**src/rtl/fb_pkg.sv**
```systemverilog
// Shared types and defaults for the frame-buffer write path.
package fb_pkg;

  localparam int H_RES_DEFAULT   = 640;
  localparam int V_RES_DEFAULT   = 400;
  localparam int COORD_W_DEFAULT = 10;
  localparam int COLOR_W_DEFAULT = 4;

  typedef enum logic [1:0] {
    WAIT_FB,
    CLEAR,
    RUN
  } fb_state_t;

  typedef struct packed {
    logic [COORD_W_DEFAULT-1:0] x;
    logic [COORD_W_DEFAULT-1:0] y;
    logic [COLOR_W_DEFAULT-1:0] color;
  } pixel_req_t;

endpackage

```
**src/rtl/fb_clear_sweep.sv**
```systemverilog
// Raster x/y counter: restarts at (0,0) on start, advances one pixel per step,
// x fastest; done pulses on the step that covers the last pixel.
module fb_clear_sweep #(
  parameter int H_RES   = 640,
  parameter int V_RES   = 400,
  parameter int COORD_W = 10
) (
  input  logic               display_clk,
  input  logic               reset_n_byte,
  input  logic               start,
  input  logic               step,
  output logic [COORD_W-1:0] x,
  output logic [COORD_W-1:0] y,
  output logic               done
);

  localparam logic [COORD_W-1:0] X_LAST = COORD_W'(H_RES - 1);
  localparam logic [COORD_W-1:0] Y_LAST = COORD_W'(V_RES - 1);

  assign done = step && (x == X_LAST) && (y == Y_LAST);

  always_ff @(posedge display_clk or negedge reset_n_byte) begin
    if (!reset_n_byte) begin
      x <= '0;
      y <= '0;
    end else if (start) begin
      x <= '0;
      y <= '0;
    end else if (step) begin
      if (x == X_LAST) begin
        x <= '0;
        y <= (y == Y_LAST) ? '0 : y + 1'b1;
      end else begin
        x <= x + 1'b1;
      end
    end
  end

endmodule

```
**src/rtl/fb_write_arbiter.sv**
```systemverilog
// Owns the frame-buffer pixel-write port: power-up/requested clears, then
// round-robin arbitration between draw and cam requesters.
//   state   | meaning
//   WAIT_FB | frame buffer not ready; port idle
//   CLEAR   | full-screen sweep with latched clear colour
//   RUN     | arbitrating draw/cam pixel writes
module fb_write_arbiter
  import fb_pkg::*;
#(
  parameter int                 H_RES       = H_RES_DEFAULT,
  parameter int                 V_RES       = V_RES_DEFAULT,
  parameter int                 COORD_W     = 10,
  parameter int                 COLOR_W     = 4,
  parameter logic [COLOR_W-1:0] RESET_COLOR = '0
) (
  input  logic               display_clk,
  input  logic               reset_n_byte,
  input  logic               fb_ready,
  input  logic               clear_req,
  input  logic [COLOR_W-1:0] clear_color,
  input  logic               draw_valid,
  output logic               draw_ready,
  input  logic [COORD_W-1:0] draw_x,
  input  logic [COORD_W-1:0] draw_y,
  input  logic [COLOR_W-1:0] draw_color,
  input  logic               cam_valid,
  output logic               cam_ready,
  input  logic [COORD_W-1:0] cam_x,
  input  logic [COORD_W-1:0] cam_y,
  input  logic [COLOR_W-1:0] cam_color,
  output logic [COORD_W-1:0] x_pos,
  output logic [COORD_W-1:0] y_pos,
  output logic [COLOR_W-1:0] color,
  output logic               en,
  output logic               busy,
  output logic               init_done,
  output logic [7:0]         drop_count
);

  localparam logic [COORD_W:0] H_LIM = (COORD_W + 1)'(H_RES);
  localparam logic [COORD_W:0] V_LIM = (COORD_W + 1)'(V_RES);

  fb_state_t          state, state_next;
  logic               rr_ptr;
  logic [COLOR_W-1:0] clr_color;
  logic [COORD_W-1:0] sweep_x, sweep_y;
  logic               sweep_done, clearing;
  logic               grant_draw, grant_cam, arb_open, xfer, in_range;
  pixel_req_t         sel;

  assign clearing = (state == CLEAR) && fb_ready;

  fb_clear_sweep #(
    .H_RES  (H_RES),
    .V_RES  (V_RES),
    .COORD_W(COORD_W)
  ) u_sweep (
    .display_clk (display_clk),
    .reset_n_byte(reset_n_byte),
    .start       (state != CLEAR),
    .step        (clearing),
    .x           (sweep_x),
    .y           (sweep_y),
    .done        (sweep_done)
  );

  // busy still high means the last clear pixel is on the port; hold grants off.
  assign arb_open = (state == RUN) && fb_ready && !busy;

  always_comb begin
    state_next = state;
    grant_draw = 1'b0;
    grant_cam  = 1'b0;
    sel        = '{x: draw_x, y: draw_y, color: draw_color};
    if (arb_open) begin
      if (draw_valid && (!cam_valid || !rr_ptr)) grant_draw = 1'b1;
      else if (cam_valid)                        grant_cam  = 1'b1;
    end
    if (grant_cam) sel = '{x: cam_x, y: cam_y, color: cam_color};
    case (state)
      WAIT_FB: if (fb_ready) state_next = CLEAR;
      CLEAR: begin
        if (!fb_ready)       state_next = WAIT_FB;
        else if (sweep_done) state_next = RUN;
      end
      RUN: begin
        if (!fb_ready)      state_next = WAIT_FB;
        else if (clear_req) state_next = CLEAR;
      end
      default: state_next = WAIT_FB;
    endcase
  end

  assign draw_ready = grant_draw;
  assign cam_ready  = grant_cam;
  assign xfer       = grant_draw || grant_cam;
  assign in_range   = ({1'b0, sel.x} < H_LIM) && ({1'b0, sel.y} < V_LIM);

  always_ff @(posedge display_clk or negedge reset_n_byte) begin
    if (!reset_n_byte) begin
      state      <= WAIT_FB;
      rr_ptr     <= 1'b0;
      clr_color  <= RESET_COLOR;
      x_pos      <= '0;
      y_pos      <= '0;
      color      <= '0;
      en         <= 1'b0;
      busy       <= 1'b0;
      init_done  <= 1'b0;
      drop_count <= '0;
    end else begin
      state <= state_next;
      en    <= 1'b0;
      busy  <= clearing;
      if ((state == RUN) && busy) init_done <= 1'b1;
      if (clearing) begin
        en    <= 1'b1;
        x_pos <= sweep_x;
        y_pos <= sweep_y;
        color <= clr_color;
      end else if (xfer) begin
        rr_ptr <= ~rr_ptr;
        if (in_range) begin
          en    <= 1'b1;
          x_pos <= sel.x;
          y_pos <= sel.y;
          color <= sel.color;
        end else if (drop_count != 8'hFF) begin
          drop_count <= drop_count + 1'b1;
        end
      end
      if ((state == WAIT_FB) && fb_ready)              clr_color <= RESET_COLOR;
      else if ((state == RUN) && fb_ready && clear_req) clr_color <= clear_color;
    end
  end

endmodule

```
**config.mk**
```make
export PLATFORM = sky130hd
export DESIGN_NAME = fb_write_arbiter
export DESIGN_NICKNAME = d
export VERILOG_FILES = /design/src/rtl/fb_pkg.sv /design/src/rtl/fb_clear_sweep.sv /design/src/rtl/fb_write_arbiter.sv
export SDC_FILE = /design/constraint.sdc
export NUM_CORES = 1
export LEC_CHECK = 0
export CAP_MARGIN = 20
export CORE_AREA = 3 3 80 97
export CTS_CLUSTER_SIZE = 40
export DETAILED_ROUTE_END_ITERATION = 16
export DIE_AREA = 0 0 83 100
export PLACE_DENSITY = 0.84
export SYNTH_ARGS = -nofsm -noshare
export SYNTH_HDL_FRONTEND = slang
export SYNTH_HIERARCHICAL = 1
export SYNTH_SLANG_ARGS = --single-unit
```
**constraint.sdc**
```tcl
create_clock -name display_clk -period 5.5 [get_ports display_clk]
set_input_delay 0.55 -clock display_clk [delete_from_list [all_inputs] [get_ports display_clk]]
set_output_delay 0.55 -clock display_clk [all_outputs]
set_load 0.03 [all_outputs]
```
After elaboration in Yosys (flattened, before gate mapping). Cells that the tools add are included.

$add $sub $neg: 3. Magnitude comparators: 2. Eq/ne operators: 9. Muxes and demuxes: 33. Bitwise gates (word level): 3. Reductions and logical operators: 26.

Operators by type and width (number): 10-bit two-way mux (13); 24-bit two-way mux (1); 10-bit by 1-bit adder with 10-bit output (second input constant) (2); 4-bit two-way mux (5); 10-bit equality test (second input constant) (1); 10-bit by 9-bit equality test with 1-bit output (second input constant) (1); 1-bit logical AND (10); 10-bit < comparator (second input constant) (1); 10-bit by 9-bit < comparator with 1-bit output (second input constant) (1); 2-bit two-way mux (5); 2-bit nonzero test (5); 8-bit by 1-bit adder with 8-bit output (second input constant) (1); 1-bit two-way mux (8); 8-bit != test (second input constant) (1); 3-bit != test (second input constant) (2); 2-bit case mux with 3 select lines (1); 2-bit AND reduction (3); 4-bit AND reduction (1); 1-bit logical NOT (3); 1-bit NOT (3); 3-bit AND reduction (1); 2-bit by 1-bit equality test with 1-bit output (second input constant) (1); 2-bit equality test (second input constant) (1); 2-bit logical NOT (1); 3 further kinds (4).

Bits in registers: 62. Input bits: 58. Output and inout bits: 37. Logic and storage cells: 88.

Depth between registers and ports, before layout. Gate-level depths: netlist of run 1.

Depth after elaboration: 11. Gate-level depth with buffers: 11. Mapped depth without buffers: 8.

Modules after synthesis. Netlist of run 1, hierarchy kept.

Modules (own cells, without submodules): fb_write_arbiter (instances 1, cells each 244, area an instance 2496.1 µm²); fb_clear_sweep (instances 1, cells each 116, area an instance 1098.6 µm²).

Least setup slack after synthesis of run 1. OpenSTA, ideal clock, no wires.

Kind: reg-to-reg. From: reg state[1]. To: reg u_sweep.y[4]. Library setup time: 78 ps. Data arrival time: 2007 ps. Data required time: 5422 ps. Path slack: 3415 ps. Cell stages (with the launch flop): 11. Clock period less this slack: 2085 ps. Cells stage by stage: dfrtp_1 > buf_4 > and2b_1 > nand2_1 > inv_1 > buf_6 > and4_1 > buf_6 > nand3_4 > or4b_1 > a21oi_1.

Cells in the longest elaborated chain, start to end: 4.

Ends and longest elaborated chain: from (decl) (line fb_write_arbiter.sv:43) `fb_state_t state, state_next;`; from (signal assigned) (line fb_write_arbiter.sv:112) `state <= state_next;`; 2-bit by 1-bit equality test with 1-bit output (line fb_write_arbiter.sv:51) `assign clearing = (state == CLEAR) && fb_ready;`; 1-bit logical AND (line fb_write_arbiter.sv:51); net clearing (line fb_write_arbiter.sv:47) `logic sweep_done, clearing;`; 2-bit nonzero test (no line); 2-bit AND reduction (no line); to (signal assigned) (line fb_clear_sweep.sv:32) `y <= (y == Y_LAST) ? '0 : y + 1'b1;`; to (decl) (line fb_clear_sweep.sv:13) `output logic [COORD_W-1:0] y,`.

The timed path passes the listed nets, and every way through them passes these cells. A chain may end at the register's enable or synchronous reset.

Worst setup path in the final report of run 1.
From: in fb_ready. To: reg u_sweep.y[7].

Cells in the longest elaborated chain, start to end: 3.

Ends and longest elaborated chain: from (decl) (line fb_write_arbiter.sv:18) `input logic fb_ready,`; 1-bit logical AND (line fb_write_arbiter.sv:51); 2-bit nonzero test (no line); 2-bit AND reduction (no line).

Every way passes these cells.

==> impl_metrics.py, run 1 <==
metrics = {
    "final_layout": {
        "final-instance-count-excl-fill": 543,
        "fin_area_um2": 4730,
        "nNetsFinal": 512,
        "final_common_cell": "clkdlybuf4s50_1",
        "final_cell_mix": "clkdlybuf4s50_1 (93), dfrtp_1 (62), nor2_1 (33)",
        "area_growth_pct": 31.6,
        "insertedDiodeCount": 0,
        "drive_gt1_frac": 0.200,
        "final_util": 0.690,
    },
    "placed_design": {
        "placement.io_buffers": 94,
        "gp_congestion": 0.885,
        "postPlaceCellArea_um2": 4510,
        "dp_cells": 527,
        "dpl.hpwl_um": 6460,
        "preCtsSetupSlack_ps": 1940,
    },
    "floorplanning": {
        "die_h_um": 100,
        "ioPinCount": 95,
        "start_util": 0.524,
        "rows": 33,
        "die_area_um2": 8300,
        "die_w_um": 83,
        "fp.coreArea_um2": 6850,
    },
    "clocking": {
        "cts_setup_buffers": 0,
        "cts_buffers": 9,
        "clk_pin_slew_ps": 70,
        "cts_tree": "built",
        "cts_resized": 0,
        "clock_sinks": 62,
        "hold_buffers": 0,
        "cts_buffer_depth": 2,
        "root_buffer": "clkbuf_8",
        "clock_latency_ps": 330,
        "htree_num_levels": 3,
    },
    "sta": {
        "hold_slack_ps": 368,
        "tightest_slew_ps": 764,
        "setup_ws_ps": 2160,
        "tns_ps": 0,
        "finalSetupViolations": 0,
        "hold_viol": 0,
        "maxSlewHeadroom": 0.491,
        "layout_min_cycle_time_ps": 3340,
        "fin_worst_skew_ps": 7.88,
        "rsz0062_at_grt": "no",
        "drv_slew": 0,
        "fmax_ghz": 0.299,
        "finalCritPeriodShare": 0.608,
    },
    "synth": {
        "synth_area_um2": 3590,
        "ys_async_sr_fraction": 1.00,
        "synthTopCellsByArea": "dfrtp_1 (43%), mux2_2 (7.5%), nor3_2 (5.3%)",
        "yosys.area.top_type_share": 0.432,
        "yosysWarnings": 6,
        "yosysTopAreaCell": "dfrtp_1",
        "synth-edff-count": 0,
        "ys_seq_area_frac": 0.432,
        "synthDistinctLibCells": 55,
        "synth.avg_cell_area_um2": 9.99,
        "synth-seq-cells": 62,
        "synth_cells": 360,
        "synthesis.nets": 421,
        "yosys_most_used_dff": "dfrtp_1",
    },
    "critical_path": {
        "crit_type": "input pin to register",
        "critPathMaxFanout": 36,
        "critPathBufInv": 3,
        "worstRegToRegCells": 8,
        "crit_required_ps": 5770,
        "slowest_delay_ps": 570,
        "cp.arrival_ps": 3610,
        "slowest_stage": "clkdlybuf4s50_1",
        "worstPathCellList": "clkdlybuf4s50_1 > nand2_1 > inv_1 > buf_4 > and4_1 > and4b_1 > or3b_1 > nand3_1",
        "crit_family": "simple AND/OR/NAND/NOR gates",
        "cp.depth": 8,
        "endpoint_kind": "register",
        "critPathLaunchType": "input pin",
    },
    "detailed_routing": {
        "drt_pass1_iterations": 4,
        "wl_per_cell_um": 16.6,
        "ant_nets": 0,
        "via_per_inst": 5.75,
        "routed_wl_um": 9020,
        "vias": 3124,
        "drc": 0,
        "drt_iter0_markers": 185,
    },
    "global_routing": {
        "antenna_found_initial": 0,
        "grt_pass1_vias": 3188,
        "grt_max_degree": 63,
        "grtUsageTotal": 0.226,
        "grt_pass1_wl_um": 15400,
        "overflow": 0,
    },
    "worst_hold_path": {
        "hp-class": "input pin to asynchronous set/reset pin",
    },
    "status": {
        "outcome": "finished clean",
    },
    "power_and_ir_drop": {
        "vdd_ir_drop_max_uv": 166,
        "finalPower_mw": 1.12,
        "p_leak_nw": 1.98,
        "power_density_nw_per_um2": 236,
    },
    "job": {
        "drv_cap": 0,
    },
}
power by group:
group	total, mW	internal, mW	switching [mW]	leakage (nW)
Sequential	0.489	0.477	0.0122	0.819
Clock	0.429	0.257	0.172	0.115
Combinational	0.199	0.0975	0.102	1.04
Total	1.12	0.831	0.286	1.98
path summary, 6_finish.rpt:
kind,start,slack [ps],endpoint
min in group display_clk,init_done,480,init_done
hold reg to reg,init_done,480,init_done
max in group asynchronous,reset_n_byte,4620,y_pos[8]
hold / removal,reset_n_byte,370,drop_count[4]
setup / recovery,fb_ready,2160,u_sweep/y[7]
setup reg to reg,state[1],2220,u_sweep/y[7]
Yosys cell counts, types with 4 or more instances:
cell,count
nor2b_1,5
o21ai_0,8
nand4_1,11
buf_6,10
nand3_1,20
mux2_2,24
xnor2_1,8
nor2_2,19
inv_1,10
dfrtp_1,62
xor2_1,8
nor3_2,19
and3_1,5
a31oi_1,4
nor3_1,23
nor2_1,33
nand2_1,29
worst reg2reg max path: stages, from the launching register on:
cell and delay (ps):
dfrtp_1 480, and2b_1 280, nand2_1 440, inv_1 190, buf_4 360, and4_1 430
and4b_1 540, or3b_1 410, nand3_1 100
registers in the layout, summed over array words and instances (netlist names), 2 cells and up:
signal / flops
drop_count: 8
y_pos: 10
x_pos: 10
clr_color: 4
u_sweep/y: 10
u_sweep/x: 10
color: 4
state: 2
logic make-up (layout without fill, tap and decap cells):
logic type / after synthesis / in the layout / synth area share
compound gates: 39 / 39 / 0.0804
mux: 26 / 26 / 0.0811
xor+xnor: 16 / 16 / 0.0390
buf+inv: 26 / 122 / 0.0505
flops: 62 / 62 / 0.432
simple gates: 188 / 188 / 0.307
fa+ha+maj: 3 / 3 / 0.0104
area by class of cell:
type                       instances  area (µm²)
clock buffer                      13         179
clock inverter                     3        40.0
fill                             538        2120
inverter                          10        37.5
multi-input combinational        272        1860
sequential                        62        1550
tap                               87         109
timing repair buffer              96         951
metal layers:
metal	wire length, µm	share of wire	vias to the layer above	track usage
li1	-	-	1471	-
met1	3670	0.41	1537	0.278
met2	4740	0.53	102	0.396
met3	480	0.053	14	0.0501
met4	135	0.015	0	0.0717
met5	0	0	-	0
(Power assumes the default switching activity.)
==> inputs of run 2 (changes only) <==
- CORE_AREA: 3 3 80 97 -> 3 3 83 100
- DIE_AREA: 0 0 83 100 -> 0 0 86 103
- PLACE_DENSITY: 0.84 -> 0.79
- clock period: 5.5 -> 3.3 ns (I/O delays scaled with it)
==> impl_metrics.py, run 2 (synthesis gave the netlist of run 1 again) <==
metrics = {
    "status": {
        "outcome": "finished clean",
    },
    "detailed_routing": {
        "drt_iter0_markers": 166,
        "via_per_inst": 5.48,
        "wl_per_cell_um": 16.2,
        "drc": 0,
        "ant_nets": 0,
        "drt_pass1_iterations": 4,
        "vias": 3007,
        "routed_wl_um": 8890,
    },
    "critical_path": {
        "cp.arrival_ps": 2200,
        "r2r_slack_ps": 940,
        "critPathLaunchType": "input pin",
        "crit_top_cell": "clkdlybuf4s50_1",
        "endpoint_kind": "output port",
        "crit_type": "input pin to output port",
        "r2r_end": "u_sweep/y[8]",
        "slowest_delay_ps": 680,
        "slowest_stage": "clkdlybuf4s50_1",
        "critPathMaxFanout": 6,
        "worstRegToRegCells": 7,
        "reg2reg_from": "state[1]",
        "worstPathCellList": "clkdlybuf4s50_1 > and4bb_4 > nand3_1 > inv_1 > clkdlybuf4s50_1",
        "crit_required_ps": 2970,
    },
    "sta": {
        "hold_viol": 0,
        "fmax_ghz": 0.395,
        "fin_worst_skew_ps": 10.6,
        "maxSlewHeadroom": 0.509,
        "finalCritPeriodShare": 0.767,
        "hold_slack_ps": 437,
        "rsz0062_at_grt": "no",
        "tns_ps": 0,
        "layout_min_cycle_time_ps": 2530,
        "drv_slew": 0,
        "finalSetupViolations": 0,
        "tightest_slew_ps": 736,
    },
    "final_layout": {
        "final_common_cell": "clkdlybuf4s50_1",
        "fillers": 609,
        "multi_input_area_um2": 1860,
        "nNetsFinal": 515,
        "final_cell_mix": "clkdlybuf4s50_1 (93), dfrtp_1 (62), nor2_1 (33)",
        "area_growth_pct": 32.4,
        "final-instance-count-excl-fill": 549,
        "final_util": 0.647,
        "drive_gt1_frac": 0.200,
        "insertedDiodeCount": 0,
        "seq_area_um2": 1550,
    },
    "power_and_ir_drop": {
        "p_leak_nw": 1.98,
        "power_density_nw_per_um2": 394,
        "finalPower_mw": 1.87,
        "vdd_ir_drop_max_uv": 220,
    },
    "floorplanning": {
        "rows": 34,
        "die_h_um": 103,
        "start_util": 0.488,
        "die_area_um2": 8860,
        "die_w_um": 86,
        "fp.coreArea_um2": 7360,
        "ioPinCount": 95,
    },
    "placed_design": {
        "dpl.hpwl_um": 6550,
        "dp_cells": 532,
        "placement.io_buffers": 94,
        "gp_congestion": 0.786,
    },
    "worst_hold_path": {
        "hp-class": "input pin to asynchronous set/reset pin",
    },
    "global_routing": {
        "grt_max_degree": 46,
        "grt_pass1_vias": 2994,
        "grt_pass1_wl_um": 14300,
        "antenna_found_initial": 0,
        "overflow": 0,
        "grtUsageTotal": 0.206,
    },
    "clocking": {
        "cts_buffers": 9,
        "root_buffer": "clkbuf_8",
        "cts_setup_buffers": 0,
        "cts_buffer_depth": 2,
        "cts_tree": "built",
        "clk_pin_slew_ps": 70,
        "clock_latency_ps": 350,
        "htree_num_levels": 3,
        "cts_resized": 0,
        "hold_buffers": 1,
        "clock_sinks": 62,
    },
    "job": {
        "drv_cap": 0,
    },
}
[run 2: layout make-up]
class                      instances  area share
inverter                          10     0.00789
sequential                        62       0.326
clock inverter                     2     0.00789
tap                               90      0.0237
timing repair buffer              99       0.205
multi-input combinational        272       0.391
clock buffer                      14      0.0384
[run 2: worst max path at each step]
stage	start	endpoint	slack (ps)	cells past startpoint
final	fb_ready	draw_ready	770	5
after global routing	fb_ready	draw_ready	730	5
after CTS	fb_ready	draw_ready	760	5
after detailed placement	cam_y[6]	y_pos[1]	590	6
after global placement	cam_y[6]	y_pos[1]	670	6
after floorplan	state[1]	u_sweep/y[4]	1210	10
[run 2: through the flow]
stage               setup slack, ps  cell area (µm²)
finish                          769             4760
global route                    728             4760
CTS                             763             4760
detailed placement              593             4530
global placement                669             4530
floorplan                      1210             3590
[run 2: report_power, final]
group,leakage [nW],internal [mW],switching [mW]
clock network,0.109,0.432,0.294
registers,0.819,0.794,0.0195
logic,1.06,0.164,0.170
[run 2: routing by layer]
| metal | part of all wire | track usage |
|---|---|---|
| met1 | 0.43 | 0.259 |
| met4 | 0.015 | 0.0706 |
| met3 | 0.063 | 0.0432 |
| met2 | 0.50 | 0.352 |
| met5 | 0 | 0 |
[run 2: worst max-delay path: cells and delay by family]
family | cells | cell delay, ps
buf+inv | 3 | 1380
simple gates | 2 | 500
==> inputs of run 3 (changes only) <==
- CORE_AREA: 3 3 83 100 -> 3 3 87 106
- DIE_AREA: 0 0 86 103 -> 0 0 90 109
- PLACE_DENSITY: 0.79 -> 0.75
- clock period: 3.3 -> 2 ns (I/O delays scaled with it)
==> impl_metrics.py, run 3 (synthesis gave the netlist of run 1 again) <==
metrics = {
    "placed_design": {
        "placement.io_buffers": 94,
        "gp_congestion": 0.808,
        "preCtsSetupSlack_ps": -180,
        "dp_cells": 582,
        "postPlaceCellArea_um2": 4810,
        "dpl.hpwl_um": 6870,
    },
    "worst_hold_path": {
        "hp-class": "input pin to asynchronous set/reset pin",
    },
    "final_layout": {
        "nNetsFinal": 541,
        "area_growth_pct": 40.4,
        "drive_gt1_frac": 0.258,
        "final_common_cell": "clkdlybuf4s50_1",
        "final_cell_mix": "clkdlybuf4s50_1 (91), dfrtp_1 (62), nor2_1 (33)",
        "final_util": 0.616,
        "insertedDiodeCount": 0,
        "final-instance-count-excl-fill": 599,
        "fin_area_um2": 5050,
    },
    "critical_path": {
        "cp.arrival_ps": 1670,
        "reg2reg_from": "u_sweep/y[6]",
        "slowest_stage": "dfrtp_1",
        "endpoint_kind": "output port",
        "critPathLaunchType": "register",
        "critPathMaxFanout": 8,
        "critPathBufInv": 4,
        "crit_top_cell": "buf_4",
        "crit_family": "buffers and inverters",
        "crit_type": "register to output port",
        "worstSetupStartpoint": "state[1]",
        "slowest_delay_ps": 350,
        "crit_required_ps": 1800,
        "worstPathCellList": "buf_4 > and4bb_4 > nand3_1 > buf_4 > inv_1 > buf_4",
    },
    "global_routing": {
        "grtUsageTotal": 0.202,
        "grt_pass1_vias": 3327,
        "overflow": 0,
        "grt_max_degree": 43,
        "grt_pass1_wl_um": 16000,
        "antenna_found_initial": 0,
    },
    "sta": {
        "tns_ps": 0,
        "setup_ws_ps": 126,
        "maxSlewHeadroom": 0.650,
        "finalCritPeriodShare": 0.937,
        "fmax_ghz": 0.534,
        "finalSetupViolations": 0,
        "rsz0062_at_grt": "no",
        "drv_slew": 0,
        "hold_viol": 0,
        "fin_worst_skew_ps": 13.4,
        "layout_min_cycle_time_ps": 1870,
        "hold_slack_ps": 354,
        "tightest_slew_ps": 519,
    },
    "clocking": {
        "cts_tree": "built",
        "clk_pin_slew_ps": 80,
        "clock_latency_ps": 350,
        "root_buffer": "clkbuf_8",
        "cts_setup_buffers": 0,
        "clock_sinks": 62,
        "cts_buffer_depth": 2,
        "cts_buffers": 9,
        "htree_num_levels": 3,
    },
    "floorplanning": {
        "ioPinCount": 95,
        "fp.coreArea_um2": 8200,
        "start_util": 0.438,
        "die_area_um2": 9810,
        "die_h_um": 109,
        "rows": 36,
        "die_w_um": 90,
    },
    "power_and_ir_drop": {
        "power_frac_comb": 0.181,
        "power_density_nw_per_um2": 623,
        "seq_power_share": 0.428,
        "p_sw_frac": 0.270,
        "finalPower_mw": 3.14,
        "pwr-share-clk": 0.391,
        "power_switching_mw": 0.849,
        "vdd_ir_drop_max_uv": 330,
        "p_leak_nw": 2.13,
        "intPower_mw": 2.29,
    },
    "detailed_routing": {
        "wl_per_cell_um": 15.4,
        "drt_iter0_markers": 114,
        "via_per_inst": 5.27,
        "vias": 3156,
        "routed_wl_um": 9240,
        "drc": 0,
        "drt_pass1_iterations": 4,
        "ant_nets": 0,
    },
    "job": {
        "drv_cap": 0,
    },
    "status": {
        "outcome": "finished clean",
    },
}
## run 3: area by class of cell
type | count | area (µm²)
fillers | 718 | 3150
clock buffers | 9 | 124
well taps | 114 | 143
repair buffers | 125 | 1230
multi-input cells | 272 | 1870
flip-flops and latches | 62 | 1550
clock inverters | 7 | 96.3
inverters | 10 | 37.5
## run 3: layer usage
layer | part of all wire | GRT usage
met1 | 0.43 | 0.246
met3 | 0.061 | 0.0518
met4 | 0.022 | 0.0821
met5 | 0 | 0
met2 | 0.49 | 0.343
## run 3: power groups by stage
stage          clock network (mW)  registers (mW)  logic, mW
5_1_grt                      1.30            1.35      0.613
3_3_place_gp                    0            1.37      0.563
6_report                     1.23            1.35      0.570
2_1_floorplan                   0            1.47      0.160
3_5_place_dp                    0            1.37      0.571
4_1_cts                      1.25            1.35      0.575
## run 3: repair_timing
| item | CTS | global route |
|---|---|---|
| endpoints found under the hold margin | 20 | 0 |
| hold buffers | 1 | 0 |
| setup endpoints to repair | 0 | 5 |
| resized for setup | 0 | 2 |
## run 3: final timing paths
| check | slack (ps) | depth (start not counted) | end |
|---|---|---|---|
| max reg2reg | 160 | 4 | u_sweep/y[9] |
| max | 130 | 6 | draw_ready |
| min | 350 | 2 | x_pos[6] |
| min in group display_clk | 430 | 3 | clr_color[3] |
| max in group asynchronous | 1040 | 3 | init_done |
| min reg2reg | 480 | 1 | init_done |
